### src/rtl/rsa_ctrl_pkg.sv
// Shared types and default parameters for the RSA CPU run controller.
package rsa_ctrl_pkg;

    typedef enum logic [2:0] {
        IDLE,
        HOLD_RST,
        ARM,
        WAIT_END,
        DONE,
        ABORT_RST
    } run_state_t;

    localparam int unsigned DefRstCycles     = 2;
    localparam int unsigned DefTimeoutCycles = 65536;
    localparam int unsigned DefCntW          = 32;

endpackage

### src/rtl/rsa_run_counter.sv
// Saturating up-counter with synchronous clear and a terminal-value match flag.
module rsa_run_counter #(
    parameter int unsigned CNT_W = 32
) (
    input  logic             clk_i,
    input  logic             rst_ni,
    input  logic             clr_i,
    input  logic             en_i,
    input  logic [CNT_W-1:0] term_i,
    output logic [CNT_W-1:0] cnt_o,
    output logic             match_o
);

    localparam logic [CNT_W-1:0] CntOne = CNT_W'(1);

    logic [CNT_W-1:0] cnt_q, cnt_d;

    always_comb begin
        cnt_d = cnt_q;
        if (clr_i) begin
            cnt_d = '0;
        end else if (en_i && (cnt_q != '1)) begin
            cnt_d = cnt_q + CntOne;
        end
    end

    always_ff @(posedge clk_i or negedge rst_ni) begin
        if (!rst_ni) begin
            cnt_q <= '0;
        end else begin
            cnt_q <= cnt_d;
        end
    end

    assign cnt_o   = cnt_q;
    assign match_o = (cnt_q == term_i);

endmodule

### src/rtl/rsa_run_controller.sv
// Drives the CPU reset/start handshake for one run per host go and reports the outcome.
module rsa_run_controller
    import rsa_ctrl_pkg::*;
#(
    parameter int unsigned RST_CYCLES     = DefRstCycles,
    parameter int unsigned TIMEOUT_CYCLES = DefTimeoutCycles,
    parameter int unsigned CNT_W          = DefCntW
) (
    input  logic             clk_i,
    input  logic             rst_ni,
    input  logic             go_i,
    input  logic             abort_i,
    input  logic             end_flag_i,
    input  logic             flag_zero_i,
    output logic             cpu_reset_o,
    output logic             cpu_start_o,
    output logic             busy_o,
    output logic             done_o,
    output logic             timeout_err_o,
    output logic             zero_result_o,
    output logic [CNT_W-1:0] run_cycles_o
);

    if (RST_CYCLES < 1 || TIMEOUT_CYCLES < 2 ||
        (CNT_W < 32 && TIMEOUT_CYCLES >= (32'd1 << CNT_W))) begin : gen_param_check
        $error("rsa_run_controller: illegal RST_CYCLES/TIMEOUT_CYCLES/CNT_W combination");
    end

    localparam logic [CNT_W-1:0] RstTerm = CNT_W'(RST_CYCLES - 1);
    localparam logic [CNT_W-1:0] TmoTerm = CNT_W'(TIMEOUT_CYCLES - 1);

    run_state_t       state_q, state_d;
    logic             end_prev_q;
    logic             cpu_reset_q, cpu_start_q, busy_q, done_q;
    logic             timeout_err_q, zero_result_q;
    logic [CNT_W-1:0] run_cycles_q;

    logic             cnt_clr, cnt_en, cnt_match;
    logic [CNT_W-1:0] cnt_term, cnt_val;
    logic             end_rise, go_accept, tmo_hit, end_capture;

    // Reset value of end_prev_q is 1 so a level already high is never seen as an edge.
    assign end_rise = end_flag_i & ~end_prev_q;

    rsa_run_counter #(
        .CNT_W(CNT_W)
    ) u_counter (
        .clk_i  (clk_i),
        .rst_ni (rst_ni),
        .clr_i  (cnt_clr),
        .en_i   (cnt_en),
        .term_i (cnt_term),
        .cnt_o  (cnt_val),
        .match_o(cnt_match)
    );

    always_comb begin
        state_d     = state_q;
        cnt_clr     = 1'b0;
        cnt_en      = 1'b0;
        cnt_term    = TmoTerm;
        go_accept   = 1'b0;
        tmo_hit     = 1'b0;
        end_capture = 1'b0;
        unique case (state_q)
            IDLE: begin
                if (go_i) begin
                    state_d   = HOLD_RST;
                    cnt_clr   = 1'b1;
                    go_accept = 1'b1;
                end
            end
            HOLD_RST, ABORT_RST: begin
                cnt_term = RstTerm;
                if (abort_i) begin
                    state_d = ABORT_RST;
                    cnt_clr = 1'b1;
                end else if (cnt_match) begin
                    state_d = (state_q == HOLD_RST) ? ARM : IDLE;
                end else begin
                    cnt_en = 1'b1;
                end
            end
            ARM: begin
                cnt_clr = 1'b1;
                state_d = abort_i ? ABORT_RST : WAIT_END;
            end
            WAIT_END: begin
                // Priority: abort, then completion, then timeout.
                if (abort_i) begin
                    state_d = ABORT_RST;
                    cnt_clr = 1'b1;
                end else if (end_rise) begin
                    state_d     = DONE;
                    end_capture = 1'b1;
                end else if (cnt_match) begin
                    state_d = IDLE;
                    tmo_hit = 1'b1;
                end else begin
                    cnt_en = 1'b1;
                end
            end
            DONE: begin
                state_d = abort_i ? ABORT_RST : IDLE;
                cnt_clr = abort_i;
            end
            default: state_d = IDLE;
        endcase
    end

    always_ff @(posedge clk_i or negedge rst_ni) begin
        if (!rst_ni) begin
            state_q       <= IDLE;
            end_prev_q    <= 1'b1;
            cpu_reset_q   <= 1'b1;
            cpu_start_q   <= 1'b0;
            busy_q        <= 1'b0;
            done_q        <= 1'b0;
            timeout_err_q <= 1'b0;
            zero_result_q <= 1'b0;
            run_cycles_q  <= '0;
        end else begin
            state_q     <= state_d;
            end_prev_q  <= end_flag_i;
            cpu_reset_q <= (state_d == HOLD_RST) || (state_d == ABORT_RST);
            cpu_start_q <= (state_d == WAIT_END);
            busy_q      <= (state_d != IDLE);
            done_q      <= (state_d == DONE);
            if (go_accept) begin
                timeout_err_q <= 1'b0;
            end else if (tmo_hit) begin
                timeout_err_q <= 1'b1;
            end
            if (end_capture) begin
                run_cycles_q  <= cnt_val;
                zero_result_q <= flag_zero_i;
            end
        end
    end

    assign cpu_reset_o   = cpu_reset_q;
    assign cpu_start_o   = cpu_start_q;
    assign busy_o        = busy_q;
    assign done_o        = done_q;
    assign timeout_err_o = timeout_err_q;
    assign zero_result_o = zero_result_q;
    assign run_cycles_o  = run_cycles_q;

endmodule
### config.mk
export PLATFORM = sky130hd
export DESIGN_NAME = rsa_run_controller
export DESIGN_NICKNAME = d
export VERILOG_FILES = /design/src/rtl/rsa_ctrl_pkg.sv /design/src/rtl/rsa_run_counter.sv /design/src/rtl/rsa_run_controller.sv
export SDC_FILE = /design/constraint.sdc
export NUM_CORES = 1
export LEC_CHECK = 0
export BUFFER_PORTS_ARGS = -buffer_cell sky130_fd_sc_hd__buf_2
export CORE_MARGIN = 3
export CORE_UTILIZATION = 40
export CTS_CLUSTER_DIAMETER = 150
export DETAILED_ROUTE_END_ITERATION = 10
export SYNTH_ARGS = -nofsm -noshare
export SYNTH_HDL_FRONTEND = slang
export SYNTH_SLANG_ARGS = --single-unit
### constraint.sdc
create_clock -name clk_i -period 3 [get_ports clk_i]
set_input_delay 0.6 -clock clk_i [delete_from_list [all_inputs] [get_ports clk_i]]
set_output_delay 0.6 -clock clk_i [all_outputs]
set_load 0.05 [all_outputs]
==> flow_metrics.tcl, run 1 <==
set metrics [dict create \
    status "finished, final reports clean" \
    routed_wl_um 8210 \
    core-area_sq_um 8930 \
    p_leak_uw 0.00197 \
    post-route-period-util_pct 89.7 \
    portBuffers 43 \
    synth-simple-area-share_pct 19.7 \
    synthAdderAreaFrac_pct 0.333 \
    rsz0062_at_grt "false" \
    antenna_found_initial 0 \
    cts_root_buffer "clkbuf_8" \
    yosys_warnings 0 \
    cts-resized-gates 0 \
    viasPerCell 5.70 \
    holdWs_ps 358 \
    die_h_um 103 \
    skew_ps 7.75 \
    cpLargestDelayFamily "simple AND/OR/NAND/NOR gates" \
    placed_cells 478 \
    min_path_type "input port to register" \
    cts_tree "done" \
    ir_worst_vdd_v 0.000510 \
    start_util_pct 42.0 \
    clk_pin_slew_ps 80 \
    first_pass_iters 4 \
    yosysUniqueCellTypes 50 \
    syn_area_per_cell_sq_um 11.2 \
    vias 2818 \
    worstMarginPinSlew_ps 926 \
    synth_mux_area_share_pct 13.3 \
    fmaxAchievable_mhz 371 \
    nNetsFinal 388 \
    crit_required_ps 3240 \
    critPathArrivalTime_ps 2930 \
    placed_area_sq_um 4080 \
    seq_area_frac_synth_pct 49.4 \
    synth-seq-cells 74 \
    path_buf_inv 1 \
    worst_setup_path_start_kind "register" \
    slew_headroom_pct 38.3 \
    grt_max_degree 75 \
    ios 44 \
    insertion_delay_ps 350 \
    slowest_stage "dfrtp_1" \
    layout-drive-gt1-share_pct 29.0 \
    fp-row-count 34 \
    n_antenna_cell 0 \
    cpPeakStageDelay_ps 460 \
    max_cap_viol_count 0 \
    area_delta_synth_final_pct 14.4 \
    grt_usage_pct 16.8 \
    cts_inserted_buffers 9 \
    setup_viol 0 \
    yosys_most_used_dff "dfrtp_1" \
    gp_congestion 0.843 \
    die_area_sq_um 10600 \
    drtAntennaViolNets 0 \
    postCtsSetupBuffers 0 \
    grt_pass1_wl_um 13800 \
    drc_errors 0 \
    synth-edff-count 0 \
    dp_slack_ps 310 \
    fin_crit_ps 2690 \
    criticalPathCategory "register to register" \
    grt_pass1_vias 2631 \
    worstPathCellList "nor2b_1, nand3_1, a211oi_4, a31oi_1, nand2b_2, buf_4, mux2_2" \
    syn-num-nets 343 \
    worst_slack_ps 308 \
    hold_viol 0 \
    cts_sinks 74 \
    power_density_nw_per_um2 681 \
    final_area_sq_um 4290 \
    synth_cells 336 \
    grt_overflow 0 \
    synth_compound_area_share_pct 11.8 \
    htree_levels 3 \
    async_reset_ff_share_pct 100 \
    path_max_fanout 14 \
    die_w_um 103 \
    dp_hpwl_um 5530 \
    fin_setup_tns_ps 0 \
    worst_setup_path_end_kind "register" \
    synthXorXnorAreaFrac_pct 1.17 \
    postCtsHoldBufs 0 \
    drt_iter0_markers 173 \
    wl_per_cell_um 16.6 \
    maxSlewViolCount 0 \
    cts.path.max_buffers 2 \
    synth_top_family_by_area "simple AND/OR/NAND/NOR gates" \
    final_cells 494 \
    synth.cell_area_sq_um 3750 \
]
kinds of logic after synthesis:
kind of cell,count (synthesis)
simple gates,128
fa+ha+maj,1
xor+xnor,5
flops,74
mux,35
buf+inv,25
compound gates,68
state kept, by name, indices dropped and copies added, names as in the netlist:
signal and flops:
timeout_err_o 1, cpu_start_o 1, cpu_reset_o 1, run_cycles_o 32
zero_result_o 1, end_prev_q 1, busy_o 1, u_counter.cnt_o 32
done_o 1, state_q 3
synth_stat cells, drive strengths merged (3+ instances only):
master  number  area share [%]
nand3       18             2.4
and3         4            0.67
and4         6             1.4
nor2        12             1.2
nor2b        3            0.50
a21oi       23             3.1
buf         10             2.7
nand4       13             2.2
or4          9             1.8
or3         19             3.3
mux2        33              13
a31oi        4            0.83
o31ai        7             1.4
inv          5            0.50
o21ai       17             2.3
and2         4            0.67
nand2       18             1.8
nor4        10             1.7
o211ai       3            0.60
nor3         5            0.67
dfrtp       72              48
xnor2        5             1.2
clkbuf      10             1.0
worst reg2reg max path: stages (launching register included):
cell and delay (ps):
dfrtp_1 460, nor2b_1 420, nand3_1 210, a211oi_4 450
a31oi_1 220, nand2b_2 180, buf_4 280, mux2_2 370
final timing paths:
| kind | cells after the start | end | startpoint | slack, ps |
|---|---|---|---|---|
| max | 7 | run_cycles_o[1] | state_q[1] | 310 |
| min reg2reg | 1 | run_cycles_o[21] | run_cycles_o[21] | 510 |
| max reg2reg | 7 | run_cycles_o[1] | state_q[1] | 310 |
| max in group asynchronous | 1 | run_cycles_o[25] | rst_ni | 2030 |
| min in group asynchronous | 1 | zero_result_o | rst_ni | 380 |
| min | 1 | end_prev_q | end_flag_i | 360 |
final cells by class:
class | count | area [sq um]
clock inverter | 7 | 93.8
multi-input combinational | 237 | 1740
fill | 837 | 4640
clock buffer | 9 | 124
sequential | 74 | 1850
inverter | 5 | 18.8
tap | 108 | 135
timing repair buffer | 54 | 325
cell usage in the layout (no fill, tap or decap), types with 3 or more instances in the layout:
cell	instances
nand3_1	18
nor3_1	5
and2_1	4
xnor2_1	5
and3_1	4
nand2_1	18
nor4_1	10
o31ai_1	7
o211ai_1	3
nor2b_1	3
a31oi_1	3
mux2_4	29
clkbuf_8	9
a21oi_1	23
o21ai_0	16
nand4_1	13
dfrtp_1	72
and4_1	6
or4_1	9
mux2_2	4
or3_1	18
buf_4	10
nor2_1	12
inv_1	5
buf_2	42
metal layers:
| metal | track usage (%) | vias up | wire (um) |
|---|---|---|---|
| li1 | - | 1371 | - |
| met1 | 23.8 | 1382 | 3940 |
| met2 | 25.4 | 58 | 3790 |
| met3 | 4.26 | 7 | 374 |
| met4 | 4.98 | 0 | 97 |
| met5 | 0 | - | 0 |
metrics by stage:
step,util [%],total power (uW)
floorplan,-,1890
global placement,45.6,2080
detailed placement,45.6,2100
CTS,48.1,2970
global route,48.1,3090
finish,48.1,2920
report_power, final:
part | switching [uW] | internal (uW)
registers | 66.0 | 1070
logic | 620 | 314
clock network | 387 | 466
total | 1070 | 1850
Note: power is estimated with default switching activity, not from simulation.
==> run 2: changes to the inputs <==
==> constraint.sdc (replaced) <==
create_clock -name clk_i -period 3 [get_ports clk_i]
set_input_delay 0.45 -clock clk_i [delete_from_list [all_inputs] [get_ports clk_i]]
set_output_delay 0.45 -clock clk_i [all_outputs]
set_load 0.05 [all_outputs]
==> flow_metrics.tcl, run 2 (same netlist as run 1, synthesis figures left out) <==
set metrics [dict create \
    slowest_stage "dfrtp_1" \
    grt_use_met1_pct 24.5 \
    criticalPathCategory "register to register" \
    ir_worst_vdd_v 0.000352 \
    maxSlewViolCount 0 \
    cts.path.max_buffers 2 \
    power_frac_clock_pct 33.4 \
    grt_usage_pct 16.9 \
    grt_pass1_vias 2678 \
    use_met3_pct 4.33 \
    area_delta_synth_final_pct 15.2 \
    power.switching_uw 1040 \
    final_area_sq_um 4320 \
    die_w_um 103 \
    cts_inserted_buffers 9 \
    internal_power_uw 2020 \
    core-area_sq_um 8930 \
    grt_pass1_wl_um 13800 \
    path_max_fanout 14 \
    placed_cells 477 \
    critPathArrivalTime_ps 2950 \
    min_path_type "input port to register" \
    worst_setup_path_end_kind "register" \
    wl_per_cell_um 16.5 \
    fill_cells 840 \
    worst_slack_ps 292 \
    drtAntennaViolNets 0 \
    post-route-period-util_pct 90.3 \
    grt_max_degree 75 \
    start_util_pct 42.0 \
    cts-resized-gates 0 \
    slew_headroom_pct 38.5 \
    layout.cells.most_common_list "dfrtp_1 (72), buf_2 (42), mux2_4 (29), a21oi_1 (23)" \
    first_pass_iters 4 \
    rsz0062_at_grt "false" \
    ios 44 \
    worstPathCellList "nor2b_1, nand3_1, a211oi_4, a31oi_1, nand2b_2, buf_4, mux2_2" \
    share_comb_of_total_power_pct 29.6 \
    reg2reg_slack_ps 290 \
    viasPerCell 5.69 \
    setup_viol 0 \
    final_common_cell "dfrtp_1" \
    die_area_sq_um 10600 \
    routed_wl_um 8160 \
    fin_setup_tns_ps 0 \
    nNetsFinal 387 \
    cpPeakStageDelay_ps 460 \
    max_cap_viol_count 0 \
    status "finished, final reports clean" \
    worst_setup_path_start_kind "register" \
    met2_usage_pct 24.0 \
    dp_slack_ps 303 \
    fp-row-count 34 \
    power_density_nw_per_um2 710 \
    cts_sinks 74 \
    clk_pin_slew_ps 70 \
    antenna_found_initial 0 \
    die_h_um 103 \
    postCtsHoldBufs 0 \
    skew_ps 7.96 \
    grt_overflow 0 \
    gp_congestion 0.788 \
    drc_errors 0 \
    vias 2807 \
    worstMarginPinSlew_ps 922 \
    insertion_delay_ps 360 \
    postCtsSetupBuffers 0 \
    final_cells 493 \
    hold_viol 0 \
    cts_tree "done" \
    p_leak_uw 0.00199 \
    top_usage_layer "met1" \
    fmaxAchievable_mhz 369 \
    switching_share_pct 34.0 \
    portBuffers 43 \
    placed_area_sq_um 4060 \
    htree_levels 3 \
    cts_root_buffer "clkbuf_8" \
    drt_iter0_markers 151 \
    n_antenna_cell 0 \
    layout-drive-gt1-share_pct 28.6 \
    final_util_pct 48.4 \
    dp_hpwl_um 5520 \
    crit_required_ps 3240 \
    fin_crit_ps 2710 \
    p_seq_share_pct 36.9 \
]
run 2: cell types whose count changed in the layout (fill, tap and decap cells not counted):
cell | before | now
buf_12 | 2 | 1
clkbuf_1 | 0 | 1
clkinv_2 | 2 | 1
bufinv_16 | 2 | 4
clkbuf_8 | 9 | 10
clkinv_4 | 1 | 0
clkinvlp_4 | 2 | 0
run 2: routing by layer:
layer / up-vias / part of all wire, % / routed length [um]
li1: 1363 / - / -
met1: 1371 / 50 / 4070
met2: 58 / 44 / 3580
met3: 15 / 4.2 / 341
met4: 0 / 2.0 / 164
met5: - / 0 / 0
run 2: final cells by class:
class                           count  area [sq um]  area share (%)
Tap cell                          108           135            3.13
Clock inverter                      5           125            2.90
Timing Repair Buffer               53           305            7.06
Multi-Input combinational cell    237          1740            40.3
Sequential cell                    74          1850            42.9
Clock buffer                       11           141            3.27
Inverter                            5          18.8           0.434
run 2: worst paths after layout:
path / to / from / depth (start not counted)
max reg2reg: run_cycles_o[3] / state_q[1] / 7
min reg2reg: run_cycles_o[28] / run_cycles_o[28] / 1
max: run_cycles_o[3] / state_q[1] / 7
min in group asynchronous: zero_result_o / rst_ni / 1
max in group asynchronous: run_cycles_o[27] / rst_ni / 1
min: end_prev_q / end_flag_i / 1
run 2: critical path, delay by kind of cell (launching register included):
kind	cells	cell delay, ps
AO/OA/AOI/OAI	2	670
AND/OR/NAND/NOR	3	820
multiplexers	1	360
flip-flops	1	460
buffers and inverters	1	270
run 2: stage by stage:
| step | power [uW] | hold slack [ps] |
|---|---|---|
| floorplan | 1890 | 154 |
| global placement | 2060 | 486 |
| detailed placement | 2070 | 487 |
| CTS | 3100 | 204 |
| global route | 3230 | 202 |
| finish | 3070 | 212 |
run 2: power groups by stage:
stage,clock [uW],sequential [uW],combinational [uW]
2_1_floorplan,0,1270,619
3_3_place_gp,0,1150,906
3_5_place_dp,0,1150,919
4_1_cts,1050,1130,919
5_1_grt,1090,1150,992
6_report,1030,1130,909
==> run 3: changes to the inputs <==
- SYNTH_HIERARCHICAL: not set -> 1
==> flow_metrics.tcl, run 3 <==
set metrics [dict create \
    status "finished, final reports clean" \
    die_h_um 106 \
    p_leak_uw 0.00231 \
    hold_viol 0 \
    insertion_delay_ps 360 \
    die_w_um 106 \
    cts_tree "done" \
    seq_area_frac_synth_pct 46.3 \
    n_antenna_cell 0 \
    p_seq_share_pct 48.1 \
    synth_compound_area_share_pct 8.15 \
    skew_ps 11.3 \
    yosysUniqueCellTypes 49 \
    syn_area_per_cell_sq_um 11.2 \
    antenna_found_initial 0 \
    drc_errors 0 \
    power_frac_clock_pct 42.8 \
    ios 44 \
    viasPerCell 5.20 \
    fp-row-count 35 \
    cts_root_buffer "clkbuf_8" \
    critPathArrivalTime_ps 3120 \
    htree_levels 3 \
    synth-simple-area-share_pct 17.2 \
    worst_slack_ps 126 \
    synth.top_cells.by_area "dfrtp_1 (45%), mux2_4 (11%), xor2_1 (7.2%)" \
    cts_inserted_buffers 9 \
    cp.depth 12 \
    max_cap_viol_count 0 \
    grt_overflow 0 \
    synth.cell_area_sq_um 4010 \
    synthAdderAreaFrac_pct 0.312 \
    synthXorXnorAreaFrac_pct 9.84 \
    synth_most_common_cell "dfrtp_1" \
    wl_per_cell_um 15.5 \
    layout-drive-gt1-share_pct 30.4 \
    drtAntennaViolNets 0 \
    worstMarginPinSlew_ps 944 \
    core-area_sq_um 9500 \
    final_cells 566 \
    post-route-period-util_pct 95.8 \
    drt_iter0_markers 161 \
    cts.path.max_buffers 2 \
    power_density_nw_per_um2 457 \
    min_path_type "input port to async pin" \
    grt_pass1_vias 2878 \
    power.switching_uw 534 \
    worstPathCellList "nand2b_4, xor2_1, nor4_1, nand4_1, nor2_2, inv_1, o221a_1, mux2i_2, inv_2, nor2_8, buf_12, mux2_2" \
    grt_max_degree 75 \
    final_common_cell "dfrtp_1" \
    die_area_sq_um 11200 \
    postCtsSetupBuffers 0 \
    worst_setup_path_start_kind "register" \
    crit_required_ps 3250 \
    cts_sinks 74 \
    r2r_cells 12 \
    fin_crit_ps 2870 \
    portBuffers 43 \
    yosys_most_used_dff "dfrtp_1" \
    synth_cells 358 \
    yosys_warnings 6 \
    ir_worst_vdd_v 0.000265 \
    fin_total_pwr_uw 2180 \
    dp_slack_ps 115 \
    gp_congestion 0.802 \
    placed_cells 549 \
    internal_power_uw 1640 \
    slew_headroom_pct 37.1 \
    nNetsFinal 439 \
    ys_top_cells_by_count "dfrtp_1 (72), xor2_1 (33), nor2_1 (30)" \
    vias 2942 \
    maxSlewViolCount 0 \
    synth-seq-cells 74 \
    postCtsHoldBufs 0 \
    clk_pin_slew_ps 80 \
    final_util_pct 50.1 \
    routed_wl_um 8780 \
    worst_setup_path_end_kind "register" \
    slowest_stage "dfrtp_1" \
    cts-resized-gates 0 \
    grt_pass1_wl_um 14800 \
    start_util_pct 42.1 \
    area_delta_synth_final_pct 18.9 \
    dp_hpwl_um 6010 \
    cpPeakStageDelay_ps 410 \
    fmaxAchievable_mhz 348 \
    criticalPathCategory "register to register" \
    share_comb_of_total_power_pct 9.1 \
    synth_top_family_by_area "simple AND/OR/NAND/NOR gates" \
    layout.cells.most_common_list "dfrtp_1 (72), buf_2 (42), xor2_1 (33), nor2_1 (29), mux2_4 (29)" \
    path_max_fanout 19 \
    path_buf_inv 3 \
    setup_viol 0 \
    synth-edff-count 0 \
    synth_mux_area_share_pct 13.4 \
    grt_usage_pct 16.6 \
    synth_top_cell_area_share_pct 45.0 \
    first_pass_iters 4 \
    yosysTopAreaCell "dfrtp_1" \
    cpLargestDelayFamily "simple AND/OR/NAND/NOR gates" \
    async_reset_ff_share_pct 100 \
    switching_share_pct 24.5 \
]
## run 3: cell types whose count changed after synthesis, moves of 4 or more
cell,previous run,this run
a21oi_1,23,17
inv_1,5,9
nand2_1,18,12
nand3_1,18,13
nor2_1,12,30
nor4_1,10,14
o21ai_0,16,6
or3_1,18,5
xnor2_1,5,12
xor2_1,0,33
## run 3: cell type report
cell class	count	area, sq um
fillers	910	4740
multi-input cells	271	2060
flip-flops and latches	74	1850
repair buffers	66	415
inverters	10	37.5
clock inverters	5	103
well taps	129	161
clock buffers	11	131
## run 3: cells by family after synthesis
group                      Yosys count
and+or+nand+nor                    122
DFF                                 74
AOI/OAI and AO/OA                   47
xor gates and xnor gates            45
muxes                               38
buffers and inverters               29
other                                2
adders and majority gates            1
## run 3: final timing paths
path / startpoint / slack, ps / to
max reg2reg: state_q[1] / 130 / run_cycles_o[27]
max in group asynchronous: rst_ni / 2150 / run_cycles_o[22]
min in group clk_i: end_flag_i / 210 / end_prev_q
min reg2reg: run_cycles_o[27] / 500 / run_cycles_o[27]
min: rst_ni / 210 / run_cycles_o[23]
max: state_q[1] / 130 / run_cycles_o[27]
## run 3: worst reg2reg max path, stage by stage (launching register included)
cell and delay (ps):
dfrtp_1 410, nand2b_4 220, xor2_1 170, nor4_1 320, nand4_1 170, nor2_2 180, inv_1 90, o221a_1 260
mux2i_2 190, inv_2 100, nor2_8 120, buf_12 190, mux2_2 360
## run 3: power by group through the flow
stage | Sequential [uW] | Clock [uW] | Combinational [uW]
3_3_place_gp | 1070 | 0 | 193
3_5_place_dp | 1070 | 0 | 196
4_1_cts | 1050 | 955 | 199
5_1_grt | 1050 | 992 | 218
6_report | 1050 | 931 | 198
2_1_floorplan | 1080 | 0 | 100
## run 3: metal layers
metal | wire [um] | global-route usage (%) | up-vias
met1 | 4330 | 23.4 | 1444
li1 | - | - | 1426
met5 | 0 | 0 | -
met3 | 365 | 4.55 | 7
met4 | 90 | 4.16 | 0
met2 | 3990 | 25.4 | 65
## run 3: per-stage QoR
stage | TNS (ps) | hold slack [ps] | cell area, sq um
6_report | 0 | 206 | 4760
5_1_grt | -6.94 | 185 | 4760
4_1_cts | 0 | 189 | 4740
3_5_place_dp | 0 | 493 | 4510
3_3_place_gp | 0 | 485 | 4510
2_1_floorplan | 0 | 154 | 4070
